File: config.mk
export PLATFORM = sky130hd
export DESIGN_NAME = hazard_unit
export DESIGN_NICKNAME = d
export VERILOG_FILES = /design/src/rtl/hazard_pkg.sv /design/src/rtl/hazard_stage_reg.sv /design/src/rtl/hazard_unit.sv
export SDC_FILE = /design/constraint.sdc
export NUM_CORES = 1
export LEC_CHECK = 0
export CORE_MARGIN = 8
export CORE_UTILIZATION = 40
export DETAILED_ROUTE_END_ITERATION = 16
export GPL_TIMING_DRIVEN = 0
export HOLD_SLACK_MARGIN = 0.15
export SYNTH_ARGS = -nofsm -noshare
export SYNTH_HDL_FRONTEND = slang
export SYNTH_HIERARCHICAL = 1
export SYNTH_SLANG_ARGS = --single-unit
File: constraint.sdc
create_clock -name clk -period 3.9 [get_ports clk]
set_clock_uncertainty 0.1 [all_clocks]
set_input_delay 0.78 -clock clk [delete_from_list [all_inputs] [get_ports clk]]
set_output_delay 0.78 -clock clk [all_outputs]
set_load 0.01 [all_outputs]
File: src/rtl/hazard_pkg.sv
`default_nettype none
// ============================================================================
// Module      : hazard_pkg
// Description : Shared types and constants for the RV32I pipeline hazard unit.
// Revision    : 1.0 - initial release
// ============================================================================
package hazard_pkg;

    typedef enum logic [1:0] {
        FWD_RF  = 2'b00,
        FWD_WB  = 2'b01,
        FWD_MEM = 2'b10
    } fwd_sel_t;

    typedef struct packed {
        logic [4:0] rd;
        logic       regWrite;
        logic [4:0] rs1;
        logic [4:0] rs2;
        logic       isLoad;
        logic       isMem;
    } stage_info_t;

    localparam logic [1:0]  RESULT_SRC_LOAD = 2'b01;
    localparam stage_info_t BUBBLE          = '0;

    // MEM result is younger than WB, so it wins; x0 is hardwired and never forwarded.
    function automatic fwd_sel_t fwd_select(
        input logic [4:0] m_rd,
        input logic       m_we,
        input logic [4:0] w_rd,
        input logic       w_we,
        input logic [4:0] rs
    );
        fwd_sel_t sel;
        sel = FWD_RF;
        if (m_we && (m_rd != 5'd0) && (m_rd == rs)) begin
            sel = FWD_MEM;
        end else if (w_we && (w_rd != 5'd0) && (w_rd == rs)) begin
            sel = FWD_WB;
        end
        return sel;
    endfunction

endpackage
`default_nettype wire

File: src/rtl/hazard_stage_reg.sv
`default_nettype none
// ============================================================================
// Module      : hazard_stage_reg
// Description : One shadow pipeline entry with hold / clear / load controls
//               and asynchronous active-low reset. Hold beats clear beats load.
// Revision    : 1.0 - initial release
// ============================================================================
module hazard_stage_reg
    import hazard_pkg::*;
(
    input  logic        clk,
    input  logic        rst,
    input  logic        i_hold,
    input  logic        i_clear,
    input  logic        i_load,
    input  stage_info_t i_d,
    output stage_info_t o_q
);

    stage_info_t r_q;

    always_ff @(posedge clk or negedge rst) begin
        if (!rst) begin
            r_q <= BUBBLE;
        end else if (i_hold) begin
            r_q <= r_q;
        end else if (i_clear) begin
            r_q <= BUBBLE;
        end else if (i_load) begin
            r_q <= i_d;
        end
    end

    assign o_q = r_q;

endmodule
`default_nettype wire

File: src/rtl/hazard_unit.sv
`default_nettype none
// ============================================================================
// Module      : hazard_unit
// Description : Forwarding, load-use stall, branch flush and stall counting
//               for the five-stage RV32I core. Define HAZARD_MEM_WAIT_EN to
//               add data-memory wait handling (RUN/WAIT state machine).
// Revision    : 1.0 - initial release
// ============================================================================
module hazard_unit
    import hazard_pkg::*;
#(
    parameter int CNT_W = 32
)
(
    input  logic             clk,
    input  logic             rst,
    input  logic [4:0]       rs1D,
    input  logic [4:0]       rs2D,
    input  logic [4:0]       rdD,
    input  logic             regWriteD,
    input  logic [1:0]       resultSrcD,
    input  logic             branchTakenE,
    input  logic             memReadyM,
    output logic [1:0]       forwardAE,
    output logic [1:0]       forwardBE,
    output logic             stallF,
    output logic             stallD,
    output logic             flushD,
    output logic             flushE,
    output logic             stallE,
    output logic             stallM,
    output logic             flushW,
    output logic [CNT_W-1:0] stallCount
);

    stage_info_t      w_d_info;
    stage_info_t      w_e;
    stage_info_t      w_m;
    stage_info_t      w_w;
    logic             w_lw_stall;
    logic             w_wait;
    logic [CNT_W-1:0] r_stall_cnt;

    always_comb begin
        w_d_info          = BUBBLE;
        w_d_info.rd       = rdD;
        w_d_info.regWrite = regWriteD;
        w_d_info.rs1      = rs1D;
        w_d_info.rs2      = rs2D;
        w_d_info.isLoad   = (resultSrcD == RESULT_SRC_LOAD);
        // Only loads are visible from decode, so they are the memory ops tracked.
        w_d_info.isMem    = (resultSrcD == RESULT_SRC_LOAD);
    end

`ifdef HAZARD_MEM_WAIT_EN
    localparam logic [0:0] S_RUN  = 1'b0;
    localparam logic [0:0] S_WAIT = 1'b1;

    logic [0:0] r_state;
    logic [0:0] w_state_nxt;

    always_ff @(posedge clk or negedge rst) begin
        if (!rst) begin
            r_state <= S_RUN;
        end else begin
            r_state <= w_state_nxt;
        end
    end

    always_comb begin
        w_state_nxt = r_state;
        case (r_state)
            S_RUN:   if (w_m.isMem && !memReadyM) w_state_nxt = S_WAIT;
            S_WAIT:  if (memReadyM)               w_state_nxt = S_RUN;
            default: w_state_nxt = S_RUN;
        endcase
    end

    assign w_wait = !memReadyM && (w_m.isMem || (r_state == S_WAIT));
`else
    logic w_unused_mem_ready;
    assign w_unused_mem_ready = memReadyM;
    assign w_wait             = 1'b0;
`endif

    assign w_lw_stall = w_e.isLoad && (w_e.rd != 5'd0) &&
                        ((w_e.rd == rs1D) || (w_e.rd == rs2D));

    assign forwardAE = fwd_select(w_m.rd, w_m.regWrite, w_w.rd, w_w.regWrite, w_e.rs1);
    assign forwardBE = fwd_select(w_m.rd, w_m.regWrite, w_w.rd, w_w.regWrite, w_e.rs2);

    // A memory wait freezes everything; a branch still pending is taken on release.
    always_comb begin
        stallF = 1'b0;
        stallD = 1'b0;
        flushD = 1'b0;
        flushE = 1'b0;
        stallE = 1'b0;
        stallM = 1'b0;
        flushW = 1'b0;
        if (w_wait) begin
            stallF = 1'b1;
            stallD = 1'b1;
            stallE = 1'b1;
            stallM = 1'b1;
            flushW = 1'b1;
        end else begin
            stallF = w_lw_stall && !branchTakenE;
            stallD = w_lw_stall && !branchTakenE;
            flushD = branchTakenE;
            flushE = w_lw_stall || branchTakenE;
        end
    end

    hazard_stage_reg u_stage_e (
        .clk     (clk),
        .rst     (rst),
        .i_hold  (w_wait),
        .i_clear (flushE),
        .i_load  (1'b1),
        .i_d     (w_d_info),
        .o_q     (w_e)
    );

    hazard_stage_reg u_stage_m (
        .clk     (clk),
        .rst     (rst),
        .i_hold  (w_wait),
        .i_clear (1'b0),
        .i_load  (1'b1),
        .i_d     (w_e),
        .o_q     (w_m)
    );

    hazard_stage_reg u_stage_w (
        .clk     (clk),
        .rst     (rst),
        .i_hold  (1'b0),
        .i_clear (w_wait),
        .i_load  (1'b1),
        .i_d     (w_m),
        .o_q     (w_w)
    );

    always_ff @(posedge clk or negedge rst) begin
        if (!rst) begin
            r_stall_cnt <= '0;
        end else if (stallF) begin
            r_stall_cnt <= r_stall_cnt + CNT_W'(1);
        end
    end

    assign stallCount = r_stall_cnt;

    logic w_unused_fields;
    assign w_unused_fields = ^{w_w.rs1, w_w.rs2, w_w.isLoad, w_w.isMem,
                               w_m.rs1, w_m.rs2, w_m.isLoad, w_m.isMem, w_e.isMem};

endmodule
`default_nettype wire
==> results of run 1 <==
-- final timing paths --
path | end | startpoint
setup / recovery | flushE | rs1D[2]
hold / removal | stallCount[31] | stallCount[31]
setup reg to reg | u_stage_e/o_q[11] | u_stage_e/o_q[13]
hold reg to reg | stallCount[31] | stallCount[31]
max in group asynchronous | u_stage_w/o_q[16] | rst
min in group asynchronous | u_stage_e/o_q[3] | rst
-- stage by stage --
stage,util,hold WS (ns)
final,0.5221,0.3745
after CTS,0.5214,0.3751
after global routing,0.5221,0.4072
after detailed placement,0.4973,0.3637
after global placement,0.4976,0.3560
after floorplan,-,0.3844
-- timing repair --
item,CTS,global route
setup endpoints to repair,1,1
endpoints found under the hold margin,0,0
gates resized for setup,1,3
-- state kept, by name, summed over array words and instances, names as in the netlist --
register / cells
stallCount: 32
u_stage_e/o_q: 17
u_stage_m/o_q: 6
u_stage_w/o_q: 6
-- cell type report --
class                   count  area [um2]  area share
multi-input cells         257        1938      0.3998
flip-flops and latches     61        1526      0.3149
repair buffers             59       588.1      0.1213
plain buffers              41       294.0     0.06066
well taps                 129       161.4     0.03330
clock buffers               9       123.9     0.02556
inverters                  31       116.4     0.02401
clock inverters             7       98.84     0.02039
-- report_power, final --
| part | total [mW] | internal (mW) | switching [mW] |
|---|---|---|---|
| logic | 0.278 | 0.143 | 0.135 |
| clock network | 0.634 | 0.363 | 0.271 |
| registers | 0.744 | 0.674 | 0.0701 |
-- critical path: cells and delay by family --
family	cells	cell delay (ns)
xor gates and xnor gates	1	0.16
and+or+nand+nor	1	0.27
buffers and inverters	3	1.27
AOI/OAI and AO/OA	2	0.40
-- cell usage in the layout, fill, tap and decap left out, types with 3 or more instances in the layout --
master,instances
o221ai_1,15
clkdlybuf4s50_1,58
or4bb_1,6
xnor2_1,6
inv_1,31
or3_1,3
buf_4,6
nand2_1,41
conb_1,11
nand3_1,9
clkbuf_1,12
or2_1,6
nor4_1,11
buf_2,13
clkbuf_8,9
o211ai_2,6
dfrtp_1,61
or4_1,5
nand4_1,7
xor2_1,55
nor2_1,8
nor4_2,6
buf_6,7
nand3b_1,23
o221ai_2,8
nor3_1,9
buf_12,3
-- layer usage --
layer  global-route usage  wire length (um)  vias up
met3              0.04226               474       14
met4              0.05856               140        0
met1               0.1836              4134     1403
li1                     -                 -     1459
met2               0.2233              4050       63
met5                    0                 0        -
==> metrics.md, run 1 <==
| Metric | Value |
|---|---|
| Slew Limit Fails | 0 |
| Detailed Route Iter0 Violations | around 120 |
| WS Path Type | in2out |
| Detail Route Antenna Nets | 0 |
| Hold/Removal Path Class | reg2reg |
| Chip Height | 113.9 um |
| Drt drc | 0 |
| Register-to-register setup slack | 1.20 ns |
| Data arrival, critical path | ~2.9 ns |
| Worst VDD drop | 0.0001659 V |
| I/O Buffers | 59 |
| Clk Tree Root Cell | clkbuf_8 |
| CTS buffer count | 9 |
| Non-filler cells, final | 594 |
| Setup repair after global routing missed its margin | false |
| Worst Setup End Kind | output pin |
| TritonCTS clock tree | done |
| Status | complete, no violations |
| Synthesis warning total | 6 |
| First-pass GRT wire length | between 15 and 20 mm |
| Slowest-stage cell, CP | clkdlybuf4s50_1 |
| Startpoint Class | input port |
| Grt total ovfl | 0 |
| Starting Density | 0.4129 |
| Fillers | 843 |
| Total power | 1.656 mW |
| # nets final | about 480 |
| Dpl cell area | ~4600 um2 |
| CP dominant cell by count | clkdlybuf4s50_1 |
| Post-Route WL | around 8.8 mm |
| Max_cap viols | 0 |
| CTS Hold Bufs | 0 |
| Hold depth | 1 |
| Worst Max-Slew Pin Slew | 0.7883 ns |
| CORE AREA | 9284 um2 |
| Ant. Diodes | 0 |
| Synth-to-layout area growth | 26.44% |
| Final WS setup | 0.1438 ns |
| CTS Sinks | between 60 and 70 |
| Clock buffer depth | 2 |
| Drt first pass iters | 7 |
| Worst-case reg-to-reg path depth | 8 |
| Pwr Density | 341.7 nW/um2 |
| Slew HR | 0.4745 |
| Final hold violations | 0 |
| Chip Width | 113.9 um |
| GRT Resource Usage Total | 0.1442 |
| Finished Cell Area | 4847 um2 |
| Setup TNS | 0 ns |
| DP Cell Count | between 500 and 600 |
| Row Count | 35 |
| Worst Path Required | slightly above 3 ns |
| IO Pins | between 60 and 70 |
| CP max FO | 10 |
| Vias per cell | 4.948 |
| Worst-Skew Late Latency | 0.34 ns |
| Pre-CTS setup slack | -0.1795 ns |
| Dpl hpwl | 6.680 mm |
| Leakage | 2.159 nW |
| Post-CTS Setup Bufs | 0 |
| Avg WL per Cell | 14.81 um |
| Max Freq | around 270 MHz |
| Synthesized area per cell | 10.06 um2 |
| CP cell instances | clkdlybuf4s50_1 -> xor2_1 -> nor3_1 -> a22oi_1 -> clkbuf_4 -> o21bai_2 -> clkdlybuf4s50_1 |
| Initial antenna violation count | 0 |
| Vias | 2,939 |
| H-tree levels | 3 |
| Vias in the first global route | 3,031 |
| Shortest period the worst path allows | roughly 3.8 ns |
| Period utilization | 0.9631 |
| Cells after Synth | between 300 and 400 |
| Largest net degree at the start of global routing | between 60 and 70 |
| Final Setup Violations | 0 |
| Largest stage delay, worst path | roughly 0.57 ns |
| Final RePlAce weighted congestion | roughly 0.84 |
| Layout cells sized above 1 | 0.1720 |
| Die area | 12,970 um2 |
| Netlist Area Pre-Place | 3834 um2 |
| Clk slew on worst S/H paths | 0.08 ns |
(Power assumes the default switching activity.)
==> inputs of run 2 (changes only) <==
--- a/config.mk
+++ b/config.mk
@@ -6,10 +6,12 @@
 export NUM_CORES = 1
 export LEC_CHECK = 0
 export CORE_MARGIN = 8
-export CORE_UTILIZATION = 40
+export CORE_UTILIZATION = 55
 export DETAILED_ROUTE_END_ITERATION = 16
 export GPL_TIMING_DRIVEN = 0
 export HOLD_SLACK_MARGIN = 0.15
+export PLACE_DENSITY = 0.79
+export RECOVER_POWER = 100
 export SYNTH_ARGS = -nofsm -noshare
 export SYNTH_HDL_FRONTEND = slang
 export SYNTH_HIERARCHICAL = 1
==> metrics.md, run 2 (synthesis results as in run 1) <==
| Metric | Value |
|---|---|
| Leakage | 2.248 nW (was 2.159 nW) |
| Clk slew on worst S/H paths | 0.08 ns (about the same) |
| TritonCTS clock tree | done (unchanged) |
| Drt first pass iters | 4 (was 7) |
| Hold/Removal Path Class | reg2reg (unchanged) |
| Slew HR | -0.1297 (was 0.4745) |
| Non-filler cells, final | 546 (was 594) |
| Dpl cell area | 4573 um2 (was 4617 um2) |
| Largest net degree at the start of global routing | 33 (was 62) |
| Initial antenna violation count | 0 (unchanged) |
| Startpoint Class | flip-flop (was input port) |
| CTS Hold Bufs | 0 (unchanged) |
| H-tree levels | 3 (unchanged) |
| Synth-to-layout area growth | 22.29% (was 26.44%) |
| Max_cap viols | 1 (was 0) |
| Worst-Skew Late Latency | 0.34 ns (about the same) |
| Worst Max-Slew Pin Slew | 1.694 ns (was 0.7883 ns) |
| Clock buffer depth | 2 (unchanged) |
| Ant. Diodes | 0 (unchanged) |
| Status | complete, but fails checks (was complete, no violations) |
| GRT Resource Usage Total | 0.1812 (was 0.1442) |
| Largest stage delay, worst path | 0.63 ns (was 0.57 ns) |
| Worst Setup End Kind | output pin (unchanged) |
| Slowest-stage cell, CP | clkdlybuf4s50_1 (unchanged) |
| CP cell instances | or4_1 -> o21ai_0 -> nor4_1 -> nor4_1 -> clkdlybuf4s50_1 (was clkdlybuf4s50_1 -> xor2_1 -> nor3_1 -> a22oi_1 -> clkbuf_4 -> o21bai_2 -> clkdlybuf4s50_1) |
| First-pass GRT wire length | 14.62 mm (was 15.07 mm) |
| CP dominant cell by count | nor4_1 (was clkdlybuf4s50_1) |
| Detail Route Antenna Nets | 0 (unchanged) |
| Layout cells sized above 1 | 0.1288 (was 0.1720) |
| Finished Cell Area | 4688 um2 (was 4847 um2) |
| Grt total ovfl | 0 (unchanged) |
| CTS buffer count | 9 (unchanged) |
| Worst VDD drop | 0.0002058 V (was 0.0001659 V) |
| Data arrival, critical path | 2.89 ns (was 2.88 ns) |
| Failing checks | capacitance limit, slew limit |
| Most common cell after layout, fill and taps aside | dfrtp_1 (unchanged) |
| Die area | 9898 um2 (was 12,970 um2) |
| Dpl hpwl | 6.671 mm (was 6.680 mm) |
| CORE AREA | 6756 um2 (was 9284 um2) |
| Final hold violations | 0 (unchanged) |
| CP max FO | 6 (was 10) |
| Final Setup Violations | 0 (unchanged) |
| I/O Buffers | 59 (unchanged) |
| Vias | 2,991 (was 2,939) |
| Post-Route WL | 8.759 mm (was 8.800 mm) |
| Pwr Density | 351.0 nW/um2 (was 341.7 nW/um2) |
| Max Freq | 265.3 MHz (was 266.2 MHz) |
| Final RePlAce weighted congestion | 0.8293 (was 0.8449) |
| Worst Path Required | 3.02 ns (about the same) |
| DP Cell Count | 530 (was 578) |
| Period utilization | 0.9666 (was 0.9631) |
| Slew Limit Fails | 33 (was 0) |
| IO Pins | 65 (unchanged) |
| Row Count | 30 (was 35) |
| Shortest period the worst path allows | 3.770 ns (was 3.756 ns) |
| CTS Sinks | 61 (unchanged) |
| Avg WL per Cell | 16.04 um (was 14.81 um) |
| Chip Width | 99.49 um (was 113.9 um) |
| Clk Tree Root Cell | clkbuf_8 (unchanged) |
| Starting Density | 0.5674 (was 0.4129) |
| Detailed Route Iter0 Violations | 110 (was 119) |
| Max reg flops | 32 (unchanged) |
| Setup repair after global routing missed its margin | false (unchanged) |
| Most frequent cells in the layout | dfrtp_1, xor2_1, nand2_1 (was dfrtp_1, clkdlybuf4s50_1, xor2_1) |
| Drt drc | 0 (unchanged) |
| Fillers | 546 (was 843) |
| Chip Height | 99.49 um (was 113.9 um) |
| WS Path Type | reg2out (was in2out) |
| # nets final | 484 (was 483) |
| Vias in the first global route | 3,097 (was 3,031) |
| Vias per cell | 5.478 (was 4.948) |
## run 2: cell types whose count changed in the layout (fill, tap and decap cells not counted), moves of 4 or more
| cell | delta |
|---|---|
| clkdlybuf4s50_1 | -38 |
| clkbuf_1 | +4 |
| nor4_1 | +6 |
| o211ai_2 | -6 |
| dlygate4sd3_1 | +38 |
| nor4_2 | -6 |
| o211ai_1 | +6 |
## run 2: per-layer routing
| metal | vias up | wire length [um] | track usage |
|---|---|---|---|
| li1 | 1466 | - | - |
| met1 | 1448 | 4048 | 0.2256 |
| met2 | 64 | 4166 | 0.2986 |
| met3 | 13 | 384 | 0.03701 |
| met4 | 0 | 160 | 0.07451 |
| met5 | - | 0 | 0 |
## run 2: layout make-up
cell class              count  area (um2)  area share
plain buffers              41       281.5     0.06005
clock inverters             7       97.59     0.02082
flip-flops and latches     61        1526      0.3256
clock buffers               9       123.9     0.02642
multi-input cells         257        1846      0.3936
well taps                  80       100.1     0.02135
repair buffers             60       596.8      0.1273
inverters                  31       116.4     0.02482
## run 2: power by group
part           total, mW  internal, mW  switching [mW]
clock              0.634         0.363           0.271
combinational      0.268         0.135           0.133
sequential         0.744         0.674          0.0704
total               1.65          1.17           0.474
## run 2: final timing paths
| check | start | end | slack [ns] | depth (start not counted) |
|---|---|---|---|---|
| worst min-delay path | stallCount[31] | stallCount[31] | 0.36 | 1 |
| max in group asynchronous | rst | stallCount[16] | 0.88 | 2 |
| worst max register to register | u_stage_e/o_q[16] | u_stage_e/o_q[9] | 1.04 | 8 |
| worst max-delay path | u_stage_m/o_q[14] | forwardBE[0] | 0.13 | 5 |
| worst min register to register | stallCount[31] | stallCount[31] | 0.36 | 1 |
| min in group asynchronous | rst | u_stage_e/o_q[7] | 0.76 | 1 |
## run 2: metrics by stage
step	power (mW)	utilization	setup slack, ns	hold slack (ns)	setup TNS, ns
finish	1.646	0.6939	0.1303	0.3589	0
global route	1.714	0.6939	0.02211	0.3867	0
global placement	1.018	0.6746	-0.1021	0.3579	-0.3120
CTS	1.659	0.7098	0.05304	0.3721	0
detailed placement	1.030	0.6769	-0.1192	0.3587	-0.1192
floorplan	0.9242	-	1.192	0.3844	0
## run 2: worst max-delay path: cells and delay by family (launching register included)
| kind | cells | cell delay, ns |
|---|---|---|
| simple gates | 3 | 1.16 |
| buf+inv | 1 | 0.63 |
| flops | 1 | 0.47 |
| compound gates | 1 | 0.29 |
## run 2: what timing repair did
| item | in CTS | in global routing |
|---|---|---|
| buffers inserted | 0 | 0 |
| gates resized for setup | 1 | 2 |
| endpoints found under the setup margin | 1 | 1 |
| cloned | 0 | 0 |
==> edit 1: new RTL, config.mk and constraints of run 2 <==
Put one more register stage on the output `stallCount`, with the module's reset. The value now appears one clock later. The other outputs are not delayed to match.
--- a/src/rtl/hazard_unit.sv
+++ b/src/rtl/hazard_unit.sv
@@ -152,3 +152,9 @@
 
-    assign stallCount = r_stall_cnt;
+    always_ff @(posedge clk or negedge rst) begin
+        if (!rst) begin
+            stallCount <= '0;
+        end else begin
+            stallCount <= r_stall_cnt;
+        end
+    end
 
Function: changed (a bounded check fails within 4 cycles, from zero or initial values and one cycle with rst low).
==> edit 1 against run 2 <==
- the flow still finishes with violations (capacitance limit, slew limit)
- sequential cell count increased by 32
- design area increased by 17%
- area after synthesis increased by 20%
- critical path depth increased by 1
- hold slack got worse by 0.052 ns
- total power increased by 22%
- routed wire length increased by 12%
- global-route usage decreased by 0.65 points
- worst setup slack improved by 0.032 ns
- final cell count increased by 11%
==> edit 1: results (changes against run 2) <==
[worst_hold_path]
hold_path_class=reg2reg  ; unchanged
hold_path_depth=0  ; was 1
timing.hold.worst_endpoint=stallCount[30]$_DFF_PN0_  ; was stallCount[31]$_DFFE_PN0P_
timing.hold.worst.start=r_stall_cnt[30]$_DFFE_PN0P_  ; was stallCount[31]$_DFFE_PN0P_

[placed_design]
pre_cts_slack_ns=-0.175  ; was -0.119 ns
buffers_added_on_ports=60  ; was 59
dpl_cell_area_um2=5400  ; was 4570 µm²
hpwlAfterDp_um=7220  ; was 6670 µm
routabilityCongestion=0.858  ; was 0.829

[global_routing]
grt_usage=0.175  ; was 0.181
grt_use_met1=0.240  ; was 0.226
grt_max_degree=49  ; was 33
number_of_antenna_violations_at_the_first_check_in_global_routing=0  ; unchanged
grt_pass1_vias=3251  ; was 3097
globalRouteMet2Util=0.271  ; was 0.299
grt.met3_usage=0.0299  ; was 0.0370
global_route_wire_length_before_repair_um=16400  ; was 14600 µm

[flow_run]
count_of_max_cap_constraint_violations=1  ; unchanged

[critical_path]
critical_path_endpoint=stallF  ; was forwardBE[0]
crit_path_max_incr_delay_ns=0.69  ; was 0.63 ns
setup.reg_to_reg.worst_slack_ns=1.09  ; was 1.04 ns
timing.critical_path.fanout_max=10  ; was 6
data_required_time_at_the_worst_endpoint_ns=3.02  ; about the same
cpMaxStageDelayCell=sky130_fd_sc_hd__dlygate4sd3_1  ; was sky130_fd_sc_hd__clkdlybuf4s50_1
timing.critical_path.max_delay_family=buffers and inverters  ; was simple AND/OR/NAND/NOR gates
worstReg2RegEnd=u_stage_e/o_q[7]$_DFFE_PN0P_  ; was u_stage_e/o_q[9]$_DFFE_PN0P_
worstPathArrival_ns=2.86  ; was 2.89 ns
crit_path_start=branchTakenE  ; was u_stage_m/o_q[14]$_DFFE_PN0P_
worstReg2RegStart=u_stage_e/o_q[16]$_DFFE_PN0P_  ; unchanged
worst_r2r_path_depth=8  ; unchanged

[synthesis]
yosysWarningCount=6  ; unchanged

[timing]
timing.final.max_slew_violations=48  ; was 33
timing.final.hold_violations=0  ; unchanged
max_slew.worst_pin.slew_ns=2.57  ; was 1.69 ns

[final_layout]
drive_gt1_frac=0.106  ; was 0.129
fin_nets=518  ; was 484
antenna_cells=0  ; unchanged
fillers=650  ; was 546

[power]
p_leak_nw=2.64  ; was 2.25 nW
internal-power_w=0.00145  ; was 0.00117 W
max-vdd-ir-drop_v=0.000175  ; was 0.000206 V

[route]
top_signal_layer_used=met4  ; unchanged
dr_wl_met3_um=344  ; was 384 µm
wl_met1_um=4760  ; was 4050 µm
initialDrtViolationCount=138  ; was 110
vias=3238  ; was 2991
wl_per_cell_um=16.3  ; was 16.0 µm
dr_wl_met2_um=4550  ; was 4170 µm
detail_route.first_pass.iterations=4  ; unchanged

[outcome]
run_status=finished with violations  ; unchanged
violations=capacitance limit, slew limit  ; unchanged

[cts]
ctsRootBufferMaster=sky130_fd_sc_hd__clkbuf_8  ; unchanged
htreeDepth=3  ; unchanged
clock_latency_ns=0.36  ; was 0.34 ns

[edit 1: what timing repair did]
| item | in CTS | in global routing |
|---|---|---|
| hold buffers | 0 | 0 |
| endpoints found under the setup margin | 1 | 1 |
| resized for setup | 2 | 1 |
| setup buffers | 0 | 0 |
[edit 1: worst reg2reg max path, delay by kind of cell, from the launching register on]
family | cells | cell delay [ns]
buffers and inverters | 3 | 1.04
AOI/OAI and AO/OA | 3 | 0.61
DFF | 1 | 0.48
and+or+nand+nor | 1 | 0.23
xor gates and xnor gates | 1 | 0.20
[edit 1: power groups by stage]
stage	registers (W)	clock network (W)	logic, W
after detailed placement	0.00110	0	0.000280
after floorplan	0.00108	0	0.000183
after CTS	0.00108	0.000659	0.000282
after global placement	0.00110	0	0.000267
after global routing	0.00109	0.000704	0.000306
final	0.00108	0.000651	0.000274
[edit 1: through the flow]
step           utilization  TNS [ns]  power [W]  hold WS (ns)  instances
3_3_place_gp         0.658   -121.11    0.00136         0.259        588
6_report             0.672         0    0.00201         0.307        604
5_1_grt              0.672         0    0.00210         0.325        604
3_5_place_dp         0.661    -0.175    0.00138         0.286        589
2_1_floorplan            -         0    0.00127         0.254        423
4_1_cts              0.686         0    0.00202         0.313        604
[edit 1: layout make-up]
cell class | count | area share
inverters | 31 | 0.0212
clock buffers | 9 | 0.0225
flip-flops and latches | 93 | 0.423
repair buffers | 61 | 0.113
well taps | 105 | 0.0239
clock inverters | 6 | 0.0134
multi-input cells | 258 | 0.331
plain buffers | 41 | 0.0517
==> edit 2: new RTL, settings of run 2 <==
Without the edit above. Build with the macro `HAZARD_MEM_WAIT_EN` defined.
--- a/src/rtl/hazard_unit.sv
+++ b/src/rtl/hazard_unit.sv
@@ -8,2 +8,4 @@
 // ============================================================================
+`define HAZARD_MEM_WAIT_EN
+
 module hazard_unit
Function: changed (a bounded check fails within 4 cycles, from zero or initial values and one cycle with rst low).
==> edit 2 against run 2 <==
- the flow still finishes with violations (capacitance limit, slew limit)
- design area is 2.6% higher
- largest power group unchanged
- first-iteration DRC count rose by 45%
- global-route usage increased by 0.87 points
- hold slack got worse by 0.00052 ns
- highest routed layer unchanged
- sequential power up 5.5%
- fmax is 0.25% lower
- routed wire length grew 4.8%
- non-clock buffer count decreased by 1
- combinational power up 2%
- total power rose by 2.5%
- sequential cell count rose by 3
- count of clock-buffer cells in the layout rose by 1
- area after synthesis grew 3.5%
- worst setup slack worse by 0.0095 ns
==> edit 2: results (changes against run 2) <==
[outcome]
run_status=finished with violations  ; unchanged
violations=capacitance limit, slew limit  ; unchanged

[final_layout]
largest_reg_flops=32  ; unchanged
final_non_clock_buffer_share=0.183  ; was 0.187
inv_count=37  ; was 31
antenna_cells=0  ; unchanged
register_area_um2=1600  ; was 1530 µm²
n_clock_buffer=10  ; was 9
multi_input_comb_cells=260  ; was 257
drive_gt1_frac=0.101  ; was 0.129
numSequentialCells=64  ; was 61
fillers=619  ; was 546
clkCellAreaFrac=0.0440  ; was 0.0472
multi_input_combinational_cell_area_um2=1850  ; about the same
fin_nets=495  ; was 484
fin_util=0.674  ; was 0.694
signal_buffers=100  ; was 101

[critical_path]
critical_path_endpoint=stallF  ; was forwardBE[0]
setup.reg_to_reg.worst_slack_ns=1.18  ; was 1.04 ns
crit_path_start=rs2D[3]  ; was u_stage_m/o_q[14]$_DFFE_PN0P_
worstReg2RegStart=u_stage_m/o_q[0]$_DFFE_PN0P_  ; was u_stage_e/o_q[16]$_DFFE_PN0P_
worstReg2RegEnd=stallCount[25]$_DFFE_PN0P_  ; was u_stage_e/o_q[9]$_DFFE_PN0P_
timing.critical_path.max_delay_family=buffers and inverters  ; was simple AND/OR/NAND/NOR gates
timing.critical_path.fanout_max=8  ; was 6
crit_path_max_incr_delay_ns=0.53  ; was 0.63 ns
worst_r2r_path_depth=6  ; was 8
worstPathArrival_ns=2.90  ; was 2.89 ns

[cts]
postCtsSetupRepairBufs=0  ; unchanged
clk_pin_slew_worst_paths_ns=0.07
max-clock-path-buffers=2  ; unchanged
clock_latency_ns=0.34  ; about the same
cts_inserted_buffers=9  ; unchanged
htreeDepth=3  ; unchanged
cts-resized-gates=1  ; unchanged

[route]
wl_per_cell_um=15.9  ; was 16.0 µm
initialDrtViolationCount=159  ; was 110
detail_route.vias_per_cell=5.42  ; was 5.48
detail_route.first_pass.iterations=4  ; unchanged

[placed_design]
buffers_added_on_ports=64  ; was 59
routabilityCongestion=0.851  ; was 0.829
dpl_cell_area_um2=4740  ; was 4570 µm²
pre_cts_slack_ns=-0.0733  ; was -0.119 ns
hpwlAfterDp_um=6760  ; was 6670 µm

[worst_hold_path]
hold_path_depth=1  ; unchanged
timing.hold.worst_endpoint=stallCount[31]$_DFFE_PN0P_  ; unchanged
timing.hold.worst.start=stallCount[31]$_DFFE_PN0P_  ; unchanged

[power]
pwr_density_cell_nw_per_um2=351  ; about the same
switching_power_w=0.000477  ; was 0.000474 W
p_leak_nw=2.22  ; was 2.25 nW
max-vdd-ir-drop_v=0.000217  ; was 0.000206 V

[global_routing]
number_of_antenna_violations_at_the_first_check_in_global_routing=0  ; unchanged
grt_max_degree=65  ; was 33
grt_pass1_vias=3205  ; was 3097
global_route_wire_length_before_repair_um=15500  ; was 14600 µm
grt_usage=0.190  ; was 0.181

[timing]
post-route-worst-setup-slack_ns=0.121  ; was 0.130 ns
timing.final.max_slew_violations=65  ; was 33
slew_headroom=-0.0561  ; was -0.130

[synthesis]
yosysWarningCount=6  ; unchanged

[flow_run]
count_of_max_cap_constraint_violations=1  ; unchanged

## edit 2: stage by stage
step	TNS, ns	cells	hold WS, ns	total power, W
2_1_floorplan	0	397	0.381	0.000963
3_3_place_gp	-11.12	560	0.357	0.00107
3_5_place_dp	-0.0733	560	0.359	0.00108
4_1_cts	0	576	0.371	0.00171
5_1_grt	0	576	0.374	0.00176
6_report	0	576	0.358	0.00169
## edit 2: power by group through the flow
stage | registers [W] | logic [W] | clock network (W)
2_1_floorplan | 0.000781 | 0.000182 | 0
3_3_place_gp | 0.000793 | 0.000280 | 0
3_5_place_dp | 0.000796 | 0.000289 | 0
4_1_cts | 0.000784 | 0.000291 | 0.000635
5_1_grt | 0.000792 | 0.000302 | 0.000664
6_report | 0.000785 | 0.000273 | 0.000629
## edit 2: layer usage
metal,routed length (µm),global-route usage,vias to the layer above
li1,-,-,1508
met1,4260,0.234,1530
met2,4440,0.317,70
met3,321,0.0311,15
met4,148,0.0859,0
met5,0,0,-
